<file path="src/rtl/vga_pkg.sv">
// Shared raster definitions: coordinate width, default 800x600@72 geometry
// and the scan-position struct handed to renderers.
package vga_pkg;

    localparam int COORD_W = 11;

    localparam int DEF_H_ACTIVE = 800;
    localparam int DEF_H_FP     = 56;
    localparam int DEF_H_SYNC   = 120;
    localparam int DEF_H_BP     = 64;
    localparam int DEF_V_ACTIVE = 600;
    localparam int DEF_V_FP     = 37;
    localparam int DEF_V_SYNC   = 6;
    localparam int DEF_V_BP     = 23;

    typedef struct packed {
        logic [COORD_W-1:0] x;
        logic [COORD_W-1:0] y;
        logic               active;
        logic               hsync;
        logic               vsync;
    } raster_t;

endpackage

</file>
<file path="src/rtl/span_counter.sv">
// Modulo-(MAX+1) counter that resets to MAX, so the first increment lands on 0.
// Exposes its next value so the caller can register decode in lockstep.
module span_counter
    import vga_pkg::*;
#(
    parameter int MAX = 1039
) (
    input  logic               clk,
    input  logic               reset_n,
    input  logic               inc_i,
    output logic [COORD_W-1:0] count_o,
    output logic [COORD_W-1:0] count_next_o,
    output logic               wrap_o
);

    localparam logic [COORD_W-1:0] MAX_C = COORD_W'(MAX);

    logic [COORD_W-1:0] count_q;
    logic [COORD_W-1:0] count_d;

    // wrap_o marks the terminal count; the next increment returns to 0.
    assign wrap_o = (count_q == MAX_C);

    always_comb begin
        count_d = count_q;
        if (inc_i) begin
            count_d = wrap_o ? '0 : count_q + COORD_W'(1);
        end
    end

    always_ff @(posedge clk) begin
        if (!reset_n) begin
            count_q <= MAX_C;
        end else begin
            count_q <= count_d;
        end
    end

    assign count_o      = count_q;
    assign count_next_o = count_d;

endmodule

</file>
<file path="src/rtl/vga_timing.sv">
// VGA raster timing: x/y scan counters with registered sync, active and
// one-cycle SOF/EOF decode, all updated on the same edge as the counters.
module vga_timing
    import vga_pkg::*;
#(
    parameter int   H_ACTIVE = DEF_H_ACTIVE,
    parameter int   H_FP     = DEF_H_FP,
    parameter int   H_SYNC   = DEF_H_SYNC,
    parameter int   H_BP     = DEF_H_BP,
    parameter int   V_ACTIVE = DEF_V_ACTIVE,
    parameter int   V_FP     = DEF_V_FP,
    parameter int   V_SYNC   = DEF_V_SYNC,
    parameter int   V_BP     = DEF_V_BP,
    parameter logic H_POL    = 1'b1,
    parameter logic V_POL    = 1'b1
) (
    input  logic        clk,
    input  logic        reset_n,
    input  logic        pix_en,
    output logic [10:0] x,
    output logic [10:0] y,
    output logic        active,
    output logic        hsync,
    output logic        vsync,
    output logic        SOF,
    output logic        EOF,
    output logic [15:0] frame_cnt
);

    localparam int H_TOTAL = H_ACTIVE + H_FP + H_SYNC + H_BP;
    localparam int V_TOTAL = V_ACTIVE + V_FP + V_SYNC + V_BP;

    localparam logic [COORD_W-1:0] H_ACT_C  = COORD_W'(H_ACTIVE);
    localparam logic [COORD_W-1:0] V_ACT_C  = COORD_W'(V_ACTIVE);
    localparam logic [COORD_W-1:0] HS_FIRST = COORD_W'(H_ACTIVE + H_FP);
    localparam logic [COORD_W-1:0] HS_LAST  = COORD_W'(H_ACTIVE + H_FP + H_SYNC - 1);
    localparam logic [COORD_W-1:0] VS_FIRST = COORD_W'(V_ACTIVE + V_FP);
    localparam logic [COORD_W-1:0] VS_LAST  = COORD_W'(V_ACTIVE + V_FP + V_SYNC - 1);
    localparam logic [COORD_W-1:0] EOF_Y    = COORD_W'(V_ACTIVE - 1);

    logic [COORD_W-1:0] h_count, h_next;
    logic [COORD_W-1:0] v_count, v_next;
    logic               h_wrap, v_wrap;

    span_counter #(.MAX(H_TOTAL - 1)) u_h_cnt (
        .clk          (clk),
        .reset_n      (reset_n),
        .inc_i        (pix_en),
        .count_o      (h_count),
        .count_next_o (h_next),
        .wrap_o       (h_wrap)
    );

    span_counter #(.MAX(V_TOTAL - 1)) u_v_cnt (
        .clk          (clk),
        .reset_n      (reset_n),
        .inc_i        (pix_en & h_wrap),
        .count_o      (v_count),
        .count_next_o (v_next),
        .wrap_o       (v_wrap)
    );

    logic        active_q, active_d;
    logic        hsync_q,  hsync_d;
    logic        vsync_q,  vsync_d;
    logic        sof_q,    sof_d;
    logic        eof_q,    eof_d;
    logic [15:0] frame_cnt_q, frame_cnt_d;

    // Decode the position the counters are about to hold, so the registered
    // flags line up with x/y in every cycle.
    always_comb begin
        active_d    = (h_next < H_ACT_C) && (v_next < V_ACT_C);
        hsync_d     = ((h_next >= HS_FIRST) && (h_next <= HS_LAST)) ? H_POL : ~H_POL;
        vsync_d     = ((v_next >= VS_FIRST) && (v_next <= VS_LAST)) ? V_POL : ~V_POL;
        sof_d       = pix_en & h_wrap & v_wrap;
        eof_d       = pix_en && (h_next == H_ACT_C) && (v_next == EOF_Y);
        frame_cnt_d = frame_cnt_q;
        if (sof_d) begin
            frame_cnt_d = frame_cnt_q + 16'd1;
        end
    end

    always_ff @(posedge clk) begin
        if (!reset_n) begin
            active_q    <= 1'b0;
            hsync_q     <= ~H_POL;
            vsync_q     <= ~V_POL;
            sof_q       <= 1'b0;
            eof_q       <= 1'b0;
            frame_cnt_q <= '0;
        end else begin
            active_q    <= active_d;
            hsync_q     <= hsync_d;
            vsync_q     <= vsync_d;
            sof_q       <= sof_d;
            eof_q       <= eof_d;
            frame_cnt_q <= frame_cnt_d;
        end
    end

    raster_t raster;
    assign raster = '{x: h_count, y: v_count, active: active_q, hsync: hsync_q, vsync: vsync_q};

    assign x         = raster.x;
    assign y         = raster.y;
    assign active    = raster.active;
    assign hsync     = raster.hsync;
    assign vsync     = raster.vsync;
    assign SOF       = sof_q;
    assign EOF       = eof_q;
    assign frame_cnt = frame_cnt_q;

endmodule
</file>
<file path="config.mk">
export PLATFORM = sky130hd
export DESIGN_NAME = vga_timing
export DESIGN_NICKNAME = d
export VERILOG_FILES = /design/src/rtl/vga_pkg.sv /design/src/rtl/span_counter.sv /design/src/rtl/vga_timing.sv
export SDC_FILE = /design/constraint.sdc
export NUM_CORES = 1
export LEC_CHECK = 0
export CORE_UTILIZATION = 50
export CTS_CLUSTER_DIAMETER = 50
export DETAILED_ROUTE_END_ITERATION = 16
export PLACE_DENSITY = 0.75
export SLEW_MARGIN = 20
export SYNTH_ARGS = -nofsm -noshare
export SYNTH_HDL_FRONTEND = slang
export SYNTH_SLANG_ARGS = --single-unit
</file>
<file path="constraint.sdc">
create_clock -name clk -period 3.1 [get_ports clk]
set_input_delay 0.62 -clock clk [delete_from_list [all_inputs] [get_ports clk]]
set_output_delay 0.62 -clock clk [all_outputs]
set_load 0.02 [all_outputs]
</file>
==> results.yml <==
job:
  max-cap-violations: 0
power:
  post-layout-total-power_mw: 1.902
  fraction_of_power_spent_switching_nets: 0.3784
  pwr-share-comb: 0.396
  p_per_area_nw_per_um2: 633.3
  switching_power_uw: 719.7
  sequentialPowerShare: 0.368
  pwr-share-clk: 0.236
  power_internal_mw: 1.182
  worst_ir_drop_vdd_mv: 0.4069
  leakage_nw: 1.090
finish:
  layout.cells.most_common_list: "sky130_fd_sc_hd__clkdlybuf4s50_1, sky130_fd_sc_hd__dfxtp_1, sky130_fd_sc_hd__nand2_1"
  num-fill-cells: 380
  antenna-diode-count: 0
  final_common_cell: "sky130_fd_sc_hd__clkdlybuf4s50_1"
  finalNetCount: 335
  layout-area-overhead-vs-synth_pct: 25.65
  drive_gt1_frac: 0.06687
clocking:
  clock_sink_count: 43
  cts_repair_resize_count: 0
  cts_inserted_buffers: 5
  clock_path_buffers: 2
  cts_post_setup_buffers_inserted: 0
  cts.htree.levels: 2
  clk_latency_worst_skew_pair_ns: 0.29
  tritoncts: "built"
  worst_setup_hold_path_clk_slew_ns: 0.08
  cts_root_buffer: "sky130_fd_sc_hd__clkbuf_8"
  cts_hold_buffers: 0
min_path:
  worst_hold_path_stage_count: 2
  hp-class: "reg2reg"
  holdPathEnd: "frame_cnt[5]"
  min_from: "frame_cnt[5]"
timing:
  slew_headroom: 0.6939
  max_freq_mhz: 383.8
  timing.final.hold_violations: 0
  fin_crit_sh: 0.8405
  final-max-slew-violation-count: 0
  hold-worst-slack_ns: 0.5083
  worst_slew_pin_slew_ns: 0.4550
  timing.clock.skew_ns: 0.003885
  worst_slack_ns: 0.4944
  tns_ns: 0
  grt_setup_unrepaired: "no"
  min_period_ns: 2.606
  setup_viol_count_final: 0
worst_setup_path:
  worstSetupEndpointType: "flip-flop"
  setup_cp_type: "in2reg"
  arrival_ns: 2.84
  rr_startpoint: "u_v_cnt.count_o[4]"
  worst_r2r_endpoint: "vsync"
  startpoint_class: "primary input"
  regToRegSetupSlack_ns: 0.67
  ff2ff_path_depth: 6
  cp_data_required_time_ns: 3.34
  worstPathMaxFanout: 6
detailed_routing:
  wl_met1_microns: 2622
  routed.top_layer: "met4"
  ant_nets: 0
  detailed_route_drc_error_count: 0
  dr_total_vias: 2192
  dr_wl_met3_microns: 253
  iteration_count_of_the_initial_detailed_routing_pass: 10
  post_drt_via_cell_ratio: 5.753
  postRouteWirelength_microns: 5347
  drtIter0Drc: 135
  routedWlPerCell_microns: 14.03
  route.met2.wl_microns: 2414
synthesis:
  postSynthCellCount: 284
  async_flop_share: 0
  synth_area_leader_cell: "sky130_fd_sc_hd__dfxtp_1"
  synth-simple-area-share: 0.3204
  synth-compound-area-share: 0.1560
  synth-adder-area-share: 0.02094
  synth_top_cells_by_area: "sky130_fd_sc_hd__dfxtp_1, sky130_fd_sc_hd__xnor2_1, sky130_fd_sc_hd__xor2_1"
  synthMuxAreaShare: 0.01728
  synth-seq-cells: 43
  synth-seq-area-share: 0.3602
  synthFlopType: "sky130_fd_sc_hd__dfxtp_1"
  area_of_the_mapped_netlist_sq_um: 2390
  synthDominantCellAreaShare: 0.3602
  yosys.area_share.xor_xnor: 0.08063
  synth_top_family_by_area: "simple AND/OR/NAND/NOR gates"
  synth-edff-count: 0
  synth.net_count: 291
  yosysUniqueCellTypes: 54
  synthesis.area_per_instance_sq_um: 8.415
  ys.warnings.count: 0
floorplanning:
  die_h_microns: 71.14
  num_rows: 24
  initial_core_util: 0.5341
  die_area_sq_um: 5060
  die_width_microns: 71.14
  pin_count: 46
  core_sq_um: 4474
run_status:
  run_status: "finished clean"
global_routing:
  grt_overflow: 0
  grt_start_max_net_pins: 38
  antenna_found_initial: 0
  grt_pass1_wl_microns: 8949
  grt_pass1_vias: 1922
  global_route.usage.total: 0.2215
placed_design:
  gp_congestion: 0.8590
  placement.io_buffers: 45
  pre_cts_slack_ns: 0.1996
  detailedPlacementHpwl_microns: 3882
layer usage:
layer | track usage | up-vias
li1 | - | 1113
met1 | 0.3107 | 1013
met2 | 0.3494 | 59
met3 | 0.04131 | 7
met4 | 0.06444 | 0
met5 | 0 | -
registers in the layout, indices dropped and copies added, names as in the netlist:
register / flops
hsync: 1
vsync: 1
u_h_cnt.count_o: 11
EOF: 1
SOF: 1
u_v_cnt.count_o: 11
active: 1
frame_cnt: 16
synth_stat cells, types with 2 or more instances:
cell type and number:
sky130_fd_sc_hd__buf_4 2, sky130_fd_sc_hd__a21o_1 2, sky130_fd_sc_hd__nor4_1 5, sky130_fd_sc_hd__a41oi_1 2
sky130_fd_sc_hd__or3_1 8, sky130_fd_sc_hd__and4_1 5, sky130_fd_sc_hd__nor3_1 16, sky130_fd_sc_hd__nand4_1 8
sky130_fd_sc_hd__clkbuf_1 6, sky130_fd_sc_hd__nand3b_1 2, sky130_fd_sc_hd__xor2_1 11, sky130_fd_sc_hd__o211ai_1 2
sky130_fd_sc_hd__nor2_1 13, sky130_fd_sc_hd__dfxtp_1 43, sky130_fd_sc_hd__nand3_1 14, sky130_fd_sc_hd__o21ai_0 16
sky130_fd_sc_hd__mux2i_1 3, sky130_fd_sc_hd__nor2b_1 9, sky130_fd_sc_hd__o2bb2ai_1 2, sky130_fd_sc_hd__a21oi_1 9
sky130_fd_sc_hd__nand2_1 22, sky130_fd_sc_hd__and3_1 10, sky130_fd_sc_hd__inv_1 9, sky130_fd_sc_hd__a21boi_1 4
sky130_fd_sc_hd__xnor2_1 11, sky130_fd_sc_hd__a31oi_1 2, sky130_fd_sc_hd__and2_1 12, sky130_fd_sc_hd__buf_2 7
sky130_fd_sc_hd__ha_1 4
per-stage QoR:
stage                     instances  utilization  area [sq um]
after floorplan                 284            -          2390
after global placement          373       0.6449          2885
after detailed placement        373       0.6449          2885
after CTS                       381       0.6711          3003
after global routing            381       0.6711          3003
final                           381       0.6711          3003
layout make-up:
| class | instances | area [sq um] | area share |
|---|---|---|---|
| well taps | 52 | 65.06 | 0.02167 |
| multi-input cells | 217 | 1423 | 0.4737 |
| clock buffers | 6 | 82.58 | 0.02750 |
| repair buffers | 52 | 503.0 | 0.1675 |
| flip-flops and latches | 43 | 860.8 | 0.2867 |
| inverters | 9 | 33.78 | 0.01125 |
| clock inverters | 2 | 35.03 | 0.01167 |
worst max-delay path: stages:
cell and delay [ns]:
sky130_fd_sc_hd__clkdlybuf4s50_1 0.55, sky130_fd_sc_hd__buf_4 0.17, sky130_fd_sc_hd__and4_1 0.23, sky130_fd_sc_hd__nand3_1 0.10, sky130_fd_sc_hd__xor2_1 0.21, sky130_fd_sc_hd__or4_1 0.53
sky130_fd_sc_hd__nor4_1 0.23, sky130_fd_sc_hd__and3_1 0.20
power by group through the flow:
| stage | Clock [mW] | Sequential [mW] | Combinational (mW) |
|---|---|---|---|
| floorplan | 0 | 0.749 | 0.481 |
| global placement | 0 | 0.711 | 0.744 |
| detailed placement | 0 | 0.711 | 0.741 |
| CTS | 0.459 | 0.699 | 0.746 |
| global route | 0.478 | 0.711 | 0.824 |
| finish | 0.449 | 0.701 | 0.752 |
how the worst max path moves through the flow:
stage,startpoint,slack (ns),depth (start not counted),to
3_5_place_dp,pix_en,0.20,8,EOF
2_1_floorplan,u_h_cnt.count_o[0],0.77,8,vsync
5_1_grt,pix_en,0.29,8,EOF
3_3_place_gp,pix_en,0.22,8,EOF
4_1_cts,pix_en,0.50,8,EOF
6_report,pix_en,0.49,8,EOF
logic make-up (layout without fill, tap and decap cells):
group,Yosys count,count (layout)
simple gates,133,133
buf+inv,24,69
flops,43,43
compound gates,54,54
xor+xnor,22,22
mux,4,4
fa+ha+maj,4,4
Power figures use the tool's default switching activity.
